File: config.mk
export PLATFORM = sky130hd
export DESIGN_NAME = fb_write_arbiter
export DESIGN_NICKNAME = d
export VERILOG_FILES = /design/src/rtl/fb_pkg.sv /design/src/rtl/fb_rect_walker.sv /design/src/rtl/fb_write_arbiter.sv
export SDC_FILE = /design/constraint.sdc
export NUM_CORES = 1
export LEC_CHECK = 0
export BUFFER_PORTS_ARGS = -buffer_cell sky130_fd_sc_hd__buf_2
export CAP_MARGIN = 15
export CORE_MARGIN = 2
export CORE_UTILIZATION = 28
export DETAILED_ROUTE_END_ITERATION = 6
export MAX_ROUTING_LAYER = met4
export PLACE_DENSITY = 0.57
export SLEW_MARGIN = 10
export SYNTH_ARGS = -nofsm -noshare
export SYNTH_HDL_FRONTEND = slang
export SYNTH_SLANG_ARGS = --single-unit
File: constraint.sdc
create_clock -name rclk -period 5.8 [get_ports rclk]
set_input_delay 1.45 -clock rclk [delete_from_list [all_inputs] [get_ports rclk]]
set_output_delay 1.45 -clock rclk [all_outputs]
set_load 0.005 [all_outputs]
File: src/rtl/fb_pkg.sv
// Shared framebuffer definitions used by the write arbiter and the display block.
package fb_pkg;

    localparam int unsigned FB_HSIZE = 320;
    localparam int unsigned FB_VSIZE = 240;
    localparam int unsigned COLOR_W  = 12;
    localparam int unsigned COORD_W  = 10;

    typedef enum logic [1:0] {
        IDLE = 2'd0,
        FILL = 2'd1,
        DONE = 2'd2
    } fb_state_t;

    // One framebuffer write: column, row and colour.
    typedef struct packed {
        logic [COORD_W-1:0] x;
        logic [COORD_W-1:0] y;
        logic [COLOR_W-1:0] color;
    } fb_pixel_t;

endpackage

File: src/rtl/fb_rect_walker.sv
// Row-major cursor over an inclusive rectangle; advances one pixel per advance strobe.
module fb_rect_walker
    import fb_pkg::*;
(
    input  logic               clk,
    input  logic               rst,
    input  logic               i_load,
    input  logic               i_advance,
    input  logic [COORD_W-1:0] i_x0,
    input  logic [COORD_W-1:0] i_y0,
    input  logic [COORD_W-1:0] i_x1,
    input  logic [COORD_W-1:0] i_y1,
    output logic [COORD_W-1:0] o_cx,
    output logic [COORD_W-1:0] o_cy,
    output logic               o_last
);

    logic [COORD_W-1:0] r_x0;
    logic [COORD_W-1:0] r_x1;
    logic [COORD_W-1:0] r_y1;
    logic [COORD_W-1:0] r_cx;
    logic [COORD_W-1:0] r_cy;

    // Corner latch on load, cursor step on advance with wrap to the next row.
    always_ff @(posedge clk) begin
        if (rst) begin
            r_x0 <= '0;
            r_x1 <= '0;
            r_y1 <= '0;
            r_cx <= '0;
            r_cy <= '0;
        end else if (i_load) begin
            r_x0 <= i_x0;
            r_x1 <= i_x1;
            r_y1 <= i_y1;
            r_cx <= i_x0;
            r_cy <= i_y0;
        end else if (i_advance) begin
            if (r_cx == r_x1) begin
                r_cx <= r_x0;
                r_cy <= r_cy + COORD_W'(1);
            end else begin
                r_cx <= r_cx + COORD_W'(1);
            end
        end
    end

    assign o_cx   = r_cx;
    assign o_cy   = r_cy;
    assign o_last = (r_cx == r_x1) && (r_cy == r_y1);

endmodule

File: src/rtl/fb_write_arbiter.sv
// Shares the framebuffer write port between CPU pixel stores and the rectangle-fill engine.
module fb_write_arbiter
    import fb_pkg::*;
#(
    parameter int unsigned HSIZE      = FB_HSIZE,
    parameter int unsigned VSIZE      = FB_VSIZE,
    parameter int unsigned MAX_STREAK = 4
) (
    input  logic               rclk,
    input  logic               rst,
    input  logic               px_req,
    output logic               px_ready,
    input  logic [COORD_W-1:0] px_x,
    input  logic [COORD_W-1:0] px_y,
    input  logic [COLOR_W-1:0] px_color,
    input  logic               fill_start,
    input  logic [COORD_W-1:0] fill_x0,
    input  logic [COORD_W-1:0] fill_y0,
    input  logic [COORD_W-1:0] fill_x1,
    input  logic [COORD_W-1:0] fill_y1,
    input  logic [COLOR_W-1:0] fill_color,
    output logic               fill_busy,
    output logic               fill_done,
    output logic               we,
    output logic [COORD_W-1:0] haddr,
    output logic [COORD_W-1:0] vaddr,
    output logic [COLOR_W-1:0] wdata
);

    localparam int unsigned        STREAK_W = $clog2(MAX_STREAK + 1);
    localparam logic [COORD_W-1:0] XMAX     = COORD_W'(HSIZE - 1);
    localparam logic [COORD_W-1:0] YMAX     = COORD_W'(VSIZE - 1);

    fb_state_t           r_state;
    fb_state_t           w_state_nxt;
    logic [STREAK_W-1:0] r_streak;
    logic [COLOR_W-1:0]  r_fill_color;
    logic                r_we;
    fb_pixel_t           r_wr;

    logic               w_px_gnt;
    logic               w_fill_gnt;
    logic               w_px_in;
    logic               w_start;
    logic               w_empty;
    logic               w_last;
    logic [COORD_W-1:0] w_x0;
    logic [COORD_W-1:0] w_y0;
    logic [COORD_W-1:0] w_x1;
    logic [COORD_W-1:0] w_y1;
    logic [COORD_W-1:0] w_cx;
    logic [COORD_W-1:0] w_cy;

    // Clamp the requested corners to the visible area; an inverted rectangle is empty.
    assign w_x0    = (fill_x0 > XMAX) ? XMAX : fill_x0;
    assign w_y0    = (fill_y0 > YMAX) ? YMAX : fill_y0;
    assign w_x1    = (fill_x1 > XMAX) ? XMAX : fill_x1;
    assign w_y1    = (fill_y1 > YMAX) ? YMAX : fill_y1;
    assign w_empty = (w_x0 > w_x1) || (w_y0 > w_y1);
    assign w_start = (r_state == IDLE) && fill_start;

    // Pixel stores win unless they have starved an active fill for MAX_STREAK grants.
    assign px_ready   = !((r_state == FILL) && (r_streak == STREAK_W'(MAX_STREAK)));
    assign w_px_gnt   = px_req && px_ready;
    assign w_fill_gnt = (r_state == FILL) && !w_px_gnt;
    assign w_px_in    = (px_x < COORD_W'(HSIZE)) && (px_y < COORD_W'(VSIZE));

    fb_rect_walker u_walker (
        .clk       (rclk),
        .rst       (rst),
        .i_load    (w_start),
        .i_advance (w_fill_gnt),
        .i_x0      (w_x0),
        .i_y0      (w_y0),
        .i_x1      (w_x1),
        .i_y1      (w_y1),
        .o_cx      (w_cx),
        .o_cy      (w_cy),
        .o_last    (w_last)
    );

    // State register.
    always_ff @(posedge rclk) begin
        if (rst) begin
            r_state <= IDLE;
        end else begin
            r_state <= w_state_nxt;
        end
    end

    // Next-state logic.
    always_comb begin
        w_state_nxt = r_state;
        case (r_state)
            IDLE: begin
                if (fill_start) begin
                    w_state_nxt = w_empty ? DONE : FILL;
                end
            end
            FILL: begin
                if (w_fill_gnt && w_last) begin
                    w_state_nxt = DONE;
                end
            end
            DONE:    w_state_nxt = IDLE;
            default: w_state_nxt = IDLE;
        endcase
    end

    // Consecutive pixel grants while a fill is waiting.
    always_ff @(posedge rclk) begin
        if (rst || (r_state != FILL) || !w_px_gnt) begin
            r_streak <= '0;
        end else begin
            r_streak <= r_streak + STREAK_W'(1);
        end
    end

    // Fill colour captured with the rectangle.
    always_ff @(posedge rclk) begin
        if (rst) begin
            r_fill_color <= '0;
        end else if (w_start) begin
            r_fill_color <= fill_color;
        end
    end

    // Write register: at most one source per cycle; clipped pixels are consumed silently.
    always_ff @(posedge rclk) begin
        if (rst) begin
            r_we <= 1'b0;
            r_wr <= '0;
        end else if (w_px_gnt) begin
            r_we <= w_px_in;
            if (w_px_in) begin
                r_wr <= '{x: px_x, y: px_y, color: px_color};
            end
        end else if (w_fill_gnt) begin
            r_we <= 1'b1;
            r_wr <= '{x: w_cx, y: w_cy, color: r_fill_color};
        end else begin
            r_we <= 1'b0;
        end
    end

    assign we        = r_we;
    assign haddr     = r_wr.x;
    assign vaddr     = r_wr.y;
    assign wdata     = r_wr.color;
    assign fill_busy = (r_state != IDLE);
    assign fill_done = (r_state == DONE);

endmodule

== After elaboration in Yosys (flattened, before gate mapping) ==
Cells that the tools add are included.
W data, S select, Z words.

* Flip-flop bits (word level): 100
* Word-level logic and storage cells: 71
* Input port bits: 88

* Add/sub/neg operators: 3
* Eq/ne operators: 9
* Multiplexer cells: 19
* Reductions and logical operators: 20
* Magnitude comparators: 8

{| class="wikitable"
|+ Operators by type and width
! kind !! number
|-
| $mux W10 || 10
|-
| $mux W32 || 3
|-
| $add A10 B1 Y10 const B || 2
|-
| $eq A10 B10 Y1 || 2
|-
| $gt A10 B10 Y1 || 2
|-
| $gt A10 B8 Y1 const B || 2
|-
| $gt A10 B9 Y1 const B || 2
|-
| $lt A10 B8 Y1 const B || 1
|-
| $lt A10 B9 Y1 const B || 1
|-
| $reduce_bool A2 Y1 || 4
|-
| $logic_and A1 B1 Y1 || 7
|-
| $mux W2 || 3
|-
| $ne A2 B1 Y1 const B || 3
|-
| $reduce_and A2 Y1 || 3
|-
| $pmux W2 S2 || 1
|-
| $add A3 B1 Y3 const B || 1
|-
| $eq A3 B3 Y1 const B || 1
|-
| $logic_or A1 B1 Y1 || 3
|-
| $eq A2 B1 Y1 const B || 1
|-
| $eq A2 B2 Y1 const B || 1
|-
| $logic_not A1 Y1 || 2
|-
| $logic_not A2 Y1 || 1
|-
| $mux W1 || 2
|-
| $ne A2 B2 Y1 const B || 1
|}

== Depth between registers and ports, before layout ==
Gate-level depths: netlist of the first run.

* Word-level depth: 9
* Gate-level depth with buffers: 10
* Depth with buffers taken out: 10

== Cells and area by module ==
From an unflattened synthesis of the first run, not the netlist that was laid out.

* Cell total of the unflattened synthesis: 667
* Area total of the unflattened synthesis: 5652.9 um^2

{| class="wikitable"
|+ By module, submodules not included
! module !! cells each !! times used !! area an instance (um^2)
|-
| fb_write_arbiter || 381 || 1 || 3006.6
|-
| fb_rect_walker || 286 || 1 || 2646.3
|}

== Least setup slack after synthesis of the first run ==
OpenSTA, ideal clock, no wires.

* Kind: input -> register
* From: input fill_x1[7]
* To: register r_state[1]
* Path slack: 2.262 ns
* Path buffers: 0
* Library setup time: 0.115 ns
* Stages on the path: 9
* Required time: 5.685 ns
* Arrival: 3.423 ns
* Path through: o21a_1 -> or2_2 -> nor2_1 -> ha_1 -> a21o_1 -> a21o_1 -> a2111oi_0 -> o22ai_1 -> o21a_1

* Cells in the longest elaborated chain, start to end: 7

{| class="wikitable"
|+ Ends and longest elaborated chain
! what !! RTL line !! text
|-
| from (decl) || fb_write_arbiter.sv:19 || <nowiki>input logic [COORD_W-1:0] fill_x1,</nowiki>
|-
| $gt A10 B9 Y1 || fb_write_arbiter.sv:57 || <nowiki>assign w_x1 = (fill_x1 > XMAX) ? XMAX : fill_x1;</nowiki>
|-
| $mux W10 (*) || fb_write_arbiter.sv:57 ||
|-
| $gt A10 B10 Y1 (*) || fb_write_arbiter.sv:59 || <nowiki>assign w_empty = (w_x0 > w_x1) || (w_y0 > w_y1);</nowiki>
|-
| $logic_or A1 B1 Y1 (*) || fb_write_arbiter.sv:59 ||
|-
| $mux W2 (*) || fb_write_arbiter.sv:97 || <nowiki>w_state_nxt = w_empty ? DONE : FILL;</nowiki>
|-
| $mux W2 (*) || fb_write_arbiter.sv:96 || <nowiki>if (fill_start) begin</nowiki>
|-
| $pmux W2 S2 (*) || fb_write_arbiter.sv:94 || <nowiki>case (r_state)</nowiki>
|-
| to (signal assigned) || fb_write_arbiter.sv:87 || <nowiki>r_state <= w_state_nxt;</nowiki>
|-
| to (decl) || fb_write_arbiter.sv:34 || <nowiki>fb_state_t r_state;</nowiki>
|}

Every way passes the cells marked *; elsewhere a longest branch is shown, timed or not. The select of a mux whose other input is x is not followed.
A chain may end at the register's enable or synchronous reset.

== Worst setup path in the final report of the first run ==
Ends and elaborated chain as after synthesis.

==> summary.md, run 1 <==
| Metric | Value |
|---|---|
| Floorplan die height | `141 um` |
| Top cells by count, synth | `dfxtp_1, nand2_1, nor2_1` |
| Number of instances in the placed design | `965` |
| Yosys reg bits | `100` |
| DRC errors left | `1` |
| Total setup violations reported at the end of the flow | `0` |
| Category of the most critical setup path | `primary input to flip-flop` |
| Synthesized cell area | `0.00523 mm2` |
| Violated checks | `design-rule violations` |
| Worst reg2reg path startpoint | `r_streak[0]` |
| Total congestion overflow | `0` |
| Number of buffers inserted for hold repair after clock tree synthesis | `0` |
| Max rail drop VDD | `0.000128 V` |
| Number of vias per cell after detailed routing | `approximately 5.0` |
| First-pass GRT wire length | `24500 um` |
| Detailed-routing iteration count for the pre-antenna-repair pass | `7` |
| Fraction of registers with async set/reset | `0%` |
| Number of clock sinks | `100` |
| First-iteration detailed-routing DRC count | `269` |
| Top-level I/O count | `124` |
| Via count of the first global-routing pass | `4547` |
| Final worst-path setup slack | `between 2 and 2.5 ns` |
| # diodes | `0` |
| Number of distinct standard cells referenced by the synthesized netlist | `between 40 and 50` |
| Routed wire per std cell | `about 16 um` |
| Setup skew after layout | `around 0.0035 ns` |
| Level count of the clock H-tree | `3` |
| Highest clock rate | `approximately 280 MHz` |
| Fill count | `about 2000` |
| Starting utilization of the core area | `around 29%` |
| Nature of the critical path startpoint | `primary input` |
| Place WS | `about 1.8 ns` |
| Clock Pin Slew Worst Setup and Hold Paths | `0.06 ns` |
| Core footprint | `approximately 0.018 mm2` |
| Logic pwr share | `22.7%` |
| Post-synthesis sequential area ratio | `between 30% and 40%` |
| Root buffer selected by CTS | `clkbuf_16` |
| Synth Flop Type | `dfxtp_1` |
| Pin count of the biggest net entering global routing | `56` |
| Routed wire length on met3 | `about 840 um` |
| Count of standard-cell rows | `49` |
| Uppermost layer routed | `met4` |
| Switching pwr | `0.000566 W` |
| Register share of total power | `a little under half` |
| Top cell type by total area after synthesis | `dfxtp_1` |
| Die area | `slightly below 0.02 mm2` |
| Layout Nets | `about 860` |
| Internal reg-to-reg setup slack | `just under 3 ns` |
| Worst rel slew slack | `a little under a third` |
| Post-CTS setup buffer count | `0` |
| Unrepaired setup endpoints after global routing | `false` |
| Clock Path Buffers | `2` |
| Number of buffers created by CTS | `9` |
| Yosys warning total | `0` |
| Reg-to-Reg End | `haddr[8]` |
| Max Fanout on Critical Path | `5` |
| Worst-skew pair later-pin latency | `0.34 ns` |
| TritonCTS clock tree | `built` |
| Slowest CP cell | `a2111oi_0` |
| Critical Path Sink Type | `flip-flop` |
| Final Hold Fails | `0` |
| Total buffers and inverters traversed by the critical path | `1` |
| Endpoint required time on the critical path | `between 6 and 7 ns` |
| Data arrival, critical path | `3.87 ns` |
| Post-layout minimum cycle time | `3.63 ns` |
| Leak | `approximately 2.6 nW` |
| Cell internal pwr | `between 0.001 and 0.0015 W` |
| Final non-filler cell total | `between 900 and 1000` |
| Endpoint of the worst hold-timing path | `r_streak[0]` |
| Top cell family by delay on the critical path | `compound AO/OA/AOI/OAI gates` |
| Routed length on met1 | `about 7800 um` |
| Switching Share | `31.5%` |
| Routed via count | `between 4000 and 5000` |
| Synth top area share | `between 30% and 40%` |
| Core occupancy in the finished layout | `around 35%` |
| Startpoint of the most critical hold path | `r_streak[0]` |
| Max-cap viol count | `0` |
| FF-to-FF path depth | `9` |
| Most frequently used cell type in the post-synthesis netlist | `dfxtp_1` |
| Number of antenna violations at the first check in global routing | `0` |
| Growth of design area from synthesis to finish | `20.1%` |
| Min-Delay Path Class | `flip-flop to flip-flop` |
| Cells along the critical path | `buf_2 > o21a_1 > or2_2 > nor2_1 > ha_1 > a21o_1 > a21o_1 > a2111oi_0 > o22ai_1 > o21a_1` |
| Sum Neg Setup Slack | `0 ns` |
| Number of I/O port buffers | `between 100 and 150` |
| Clock network fraction of design power | `between 30% and 40%` |
| Global placement routability congestion | `0.774` |
| Mean cell area of the mapped netlist | `around 8.0 um2` |
| Top area cells in the synthesized netlist | `dfxtp_1, a311oi_1, nand2_1, nor2_1, ha_1` |
| Amount of wire on met2 after detailed routing | `around 6600 um` |
| CP peak stage delay | `roughly 0.65 ns` |
| Post-synth EDFFs | `0` |
| HPWL after detailed placement | `roughly 11000 um` |
| CTS-repair resized insts | `0` |
| Post-synthesis instance total | `650` |
| Layout cells sized above 1 | `between 20% and 30%` |
| Final Max Slew Viols | `0` |
| DRT antenna net count | `0` |
| Worst-Margin Slew | `between 1 and 1.5 ns` |
| Final worst-path cycle share | `between 60% and 70%` |
| Smallest hold slack | `approximately 0.45 ns` |
| Hold path depth | `1` |
| Outcome | `finished, violations left` |
| Die X | `141 um` |
| Drt total wl | `approximately 15000 um` |
| GRT Resource Usage Total | `between 15 and 20%` |
| Ratio of total power to cell area | `287 mW/mm2` |
==> cell families after synthesis <==
kind of cell,share of synthesized area [%]
simple gates,26.4
compound gates,18.5
flops,38.3
buf+inv,4.40
xor+xnor,5.02
fa+ha+maj,5.74
mux,1.53
other cells,0.144
==> through the flow <==
| stage | area (um2) | total power, W |
|---|---|---|
| 2_1_floorplan | 5250 | 0.00111 |
| 3_3_place_gp | 6010 | 0.00125 |
| 3_5_place_dp | 6010 | 0.00126 |
| 4_1_cts | 6280 | 0.00182 |
| 5_1_grt | 6280 | 0.00191 |
| 6_report | 6280 | 0.00180 |
==> registers in the layout (all words and copies together), names as in the netlist <==
| signal | flops |
|---|---|
| wdata | 12 |
| u_walker.r_x0 | 10 |
| r_fill_color | 12 |
| r_streak | 3 |
| u_walker.o_cy | 10 |
| haddr | 10 |
| vaddr | 10 |
| r_state | 2 |
| u_walker.r_y1 | 10 |
| u_walker.r_x1 | 10 |
| u_walker.o_cx | 10 |
| we | 1 |
==> cells in the final DEF (no fill, tap or decap), types with 3 or more instances in the layout <==
cell and n:
buf_2 123, dfxtp_1 100, nand2_1 88, nor2_1 83, nand3_1 48, a311oi_1 38
a21oi_1 29, ha_1 24, xor2_1 21, a211oi_1 15, nand4_1 13, or3_1 10
and2_1 10, a21boi_0 10, xnor2_1 9, clkbuf_16 9, or2_2 8, inv_1 8
mux2i_1 8, o22ai_1 8, nor3_1 7, o31ai_1 7, nor4_1 7, a21o_1 6
o21ai_0 6, conb_1 6, buf_4 6, and3_1 5, or4_1 5, nand2b_1 4
clkinv_2 4, o21a_1 3, nor2b_1 3
==> power by group through the flow <==
| stage | Combinational, W | Clock (W) | Sequential (W) |
|---|---|---|---|
| final | 0.000408 | 0.000561 | 0.000832 |
| after global routing | 0.000463 | 0.000601 | 0.000843 |
| after CTS | 0.000413 | 0.000581 | 0.000831 |
| after detailed placement | 0.000412 | 0 | 0.000847 |
| after global placement | 0.000408 | 0 | 0.000845 |
| after floorplan | 0.000284 | 0 | 0.000824 |
==> per-layer routing <==
layer / vias to the layer above / global-route usage [%]
met4: 0 / 4.11
met2: 137 / 23.7
met1: 2211 / 22.3
met5: - / -
met3: 12 / 3.23
li1: 2529 / -
==> worst reg2reg max path, delay by kind of cell (launching register included) <==
kind            cells  cell delay [ns]
buf+inv             3             0.79
compound gates      2             1.11
flops               1             0.36
simple gates        3             0.33
fa+ha+maj           1             0.20
==> layout make-up <==
type	count	area, um2	area share, %
well taps	229	287	4.56
multi-input cells	499	3030	48.3
clock buffers	11	243	3.86
inverters	8	30.0	0.478
repair buffers	129	661	10.5
clock inverters	5	27.5	0.438
flip-flops and latches	100	2000	31.9
==> worst max-delay path by stage <==
stage / start / to / slack [ns] / cells after the start
5_1_grt: px_req / haddr[6] / 2.01 / 6
3_3_place_gp: fill_x1[7] / r_state[1] / 1.87 / 10
3_5_place_dp: fill_x1[7] / r_state[1] / 1.83 / 10
6_report: fill_x1[7] / r_state[1] / 2.17 / 10
4_1_cts: fill_x1[7] / r_state[0] / 2.18 / 10
2_1_floorplan: fill_x1[7] / r_state[1] / 2.26 / 9
(Power assumes the default switching activity.)
==> inputs of run 2 (changes only) <==
- PLACE_DENSITY: 0.57 -> 0.59
- clock period: 5.8 -> 2.95 ns (I/O delays scaled with it)
==> run 2 against run 1 <==
Effect of this change: the flow still finishes with violations (design-rule violations); register-to-register slack worse by 2.4 ns; first-iteration DRC count up 17%; via count up 3.6%; combinational power up 120%; core utilization up 1.5 points; final area up 4.4%; critical path type unchanged; critical endpoint is now r_state[0].
==> summary.md, run 2 (synthesis gave the netlist of run 1 again) <==
| Metric | Value |
|---|---|
| Outcome | `finished, violations left` |
| Violated checks | `design-rule violations` |
| Routed via count | `5064 (+3.6%)` |
| Hold path depth | `1 (unchanged)` |
| Level count of the clock H-tree | `3 (unchanged)` |
| Final worst-path cycle share | `92.1%` |
| Fill count | `1928 (-2.6%)` |
| Top cell family by delay on the critical path | `compound AO/OA/AOI/OAI gates` |
| First-iteration detailed-routing DRC count | `316 (+17%)` |
| Internal reg-to-reg setup slack | `0.52 ns (-2.39 ns)` |
| Setup skew after layout | `0.00498 ns (+0.00151 ns)` |
| Critical Path Sink Type | `flip-flop` |
| Register cell area after layout | `0.00200 mm2 (unchanged)` |
| CP peak stage delay | `0.40 ns (-0.25 ns)` |
| Worst-skew pair later-pin latency | `0.34 ns (about the same)` |
| Area occupied by multi-input gates | `0.00303 mm2 (unchanged)` |
| Top-level I/O count | `124 (unchanged)` |
| Smallest hold slack | `0.453 ns (+0.000706 ns)` |
| Clock Pin Slew Worst Setup and Hold Paths | `0.07 ns (about the same)` |
| Placed standard-cell area | `0.00629 mm2 (+4.6%)` |
| Via count of the first global-routing pass | `4719 (+3.8%)` |
| Final Max Slew Viols | `0 (unchanged)` |
| Number of I/O port buffers | `123 (unchanged)` |
| Cells along the critical path | `buf_2 > o21a_1 > or2_2 > nor2_1 > ha_1 > a21o_1 > a21o_1 > a2111oi_0 > buf_4 > nor2_1 > o41ai_1` |
| Routed wire per std cell | `15.3 um (-2.7%)` |
| Total buffers and inverters traversed by the critical path | `2 (+1)` |
| DRC errors left | `1 (unchanged)` |
| Growth of design area from synthesis to finish | `25.4%` |
| Die X | `141 um (unchanged)` |
| Global placement routability congestion | `0.825 (+6.6%)` |
| Most frequent cells in the layout | `buf_2, dfxtp_1, nand2_1` |
| Ratio of total power to cell area | `551 mW/mm2 (+92%)` |
| Detailed-routing iteration count for the pre-antenna-repair pass | `6 (-1)` |
| Most used routing layer in global routing | `met2` |
| Post-layout minimum cycle time | `2.72 ns` |
| Min-Delay Path Class | `flip-flop to flip-flop` |
| DRT antenna net count | `0 (unchanged)` |
| Unrepaired setup endpoints after global routing | `false` |
| Slowest CP cell | `a2111oi_0` |
| CTS-repair resized insts | `0 (unchanged)` |
| Starting utilization of the core area | `28.8% (unchanged)` |
| Pin count of the biggest net entering global routing | `66 (+18%)` |
| Endpoint required time on the critical path | `3.19 ns (-2.85 ns)` |
| Max Fanout on Critical Path | `2 (-3)` |
| Max rail drop VDD | `0.000231 V (+81%)` |
| Count of standard-cell rows | `49 (unchanged)` |
| Global routing usage on met2 | `23.4% (-0.36 points)` |
| Worst-Margin Slew | `0.700 ns (-0.317 ns)` |
| Category of the most critical setup path | `primary input to flip-flop` |
| First-pass GRT wire length | `25000 um (+2.1%)` |
| Data arrival, critical path | `2.96 ns (-0.91 ns)` |
| # diodes | `0 (unchanged)` |
| Post-CTS setup buffer count | `0 (unchanged)` |
| GRT Resource Usage Total | `16.1% (+0.11 points)` |
| Layout Nets | `894 (+4.1%)` |
| Floorplan die height | `141 um (unchanged)` |
| Worst reg2reg path startpoint | `u_walker.o_cx[1]` |
| Clock Path Buffers | `2 (unchanged)` |
| Drt total wl | `15500 um (+0.71%)` |
| HPWL after detailed placement | `11600 um (+1.8%)` |
| Met1 demand-to-capacity share in global routing | `23.1% (+0.78 points)` |
| Final Hold Fails | `0 (unchanged)` |
| Core footprint | `0.0181 mm2 (unchanged)` |
| Reg-to-Reg End | `u_walker.o_cy[2]` |
| Layout cells sized above 1 | `23.8% (+3.2 points)` |
| Die area | `0.0198 mm2 (unchanged)` |
| Number of buffers inserted for hold repair after clock tree synthesis | `0 (unchanged)` |
| Endpoint of the worst hold-timing path | `r_streak[0]` |
| Worst rel slew slack | `53.4% (+21 points)` |
| Core occupancy in the finished layout | `36.1% (+1.5 points)` |
| Nature of the critical path startpoint | `primary input` |
| Total setup violations reported at the end of the flow | `0 (unchanged)` |
| Root buffer selected by CTS | `clkbuf_16` |
| Number of vias per cell after detailed routing | `4.99 (+0.11%)` |
| Leading cell type in the layout, fill and taps excluded | `buf_2` |
| Leak | `2.82 nW (+6.4%)` |
| Total congestion overflow | `0 (unchanged)` |
| Post-route cell area | `0.00656 mm2 (+4.4%)` |
| Number of antenna violations at the first check in global routing | `0 (unchanged)` |
| Number of buffers created by CTS | `9 (unchanged)` |
| GR met3 Demand/Resource | `2.51% (-0.71 points)` |
| Max-cap viol count | `0 (unchanged)` |
| TritonCTS clock tree | `built` |
| Highest clock rate | `~370 MHz` |
| Number of clock sinks | `100 (unchanged)` |
| FF-to-FF path depth | `6 (-3)` |
| Startpoint of the most critical hold path | `r_streak[0]` |
[run 2: cell types whose count changed in the layout (fill, tap and decap cells not counted), sizes merged]
cell,delta
clkbuf,+3
clkinv,-4
buf,+35
[run 2: per-layer routing]
metal | part of all wire [%] | routed length, um
met1 | 52 | 8070
met3 | 4.6 | 712
met5 | 0 | 0
met4 | 1.4 | 218
met2 | 42 | 6500
[run 2: final cells by class]
type	instances	area share [%]
inverter	8	0.458
timing repair buffer	164	14.3
sequential	100	30.5
clock inverter	1	0.114
tap	229	4.37
clock buffer	14	4.03
multi-input combinational	499	46.2
[run 2: how the worst max path moves through the flow]
stage	slack, ns	cells after the start	end	start
after global routing	0.04	11	r_state[0]	fill_x1[7]
after floorplan	0.12	9	r_state[1]	fill_x1[7]
after CTS	0.24	11	r_state[0]	fill_x1[7]
after detailed placement	-0.10	11	r_state[1]	fill_x1[7]
after global placement	-0.08	11	r_state[1]	fill_x1[7]
final	0.23	11	r_state[0]	fill_x1[7]
[run 2: power by group]
group          leakage [nW]  internal, W  total (W)  switching, W
sequential            0.821      0.00150    0.00162      0.000117
combinational          1.87     0.000386   0.000878      0.000492
clock                 0.129     0.000616    0.00112      0.000506
total                  2.82      0.00250    0.00361       0.00111
[run 2: metrics by stage]
stage	total power (W)	setup TNS [ns]	std cells	setup slack (ns)
2_1_floorplan	0.00218	0	654	0.125
3_3_place_gp	0.00252	-0.144	1000	-0.0778
3_5_place_dp	0.00252	-0.189	1000	-0.100
4_1_cts	0.00365	0	1015	0.239
5_1_grt	0.00383	0	1015	0.0351
6_report	0.00361	0	1015	0.233
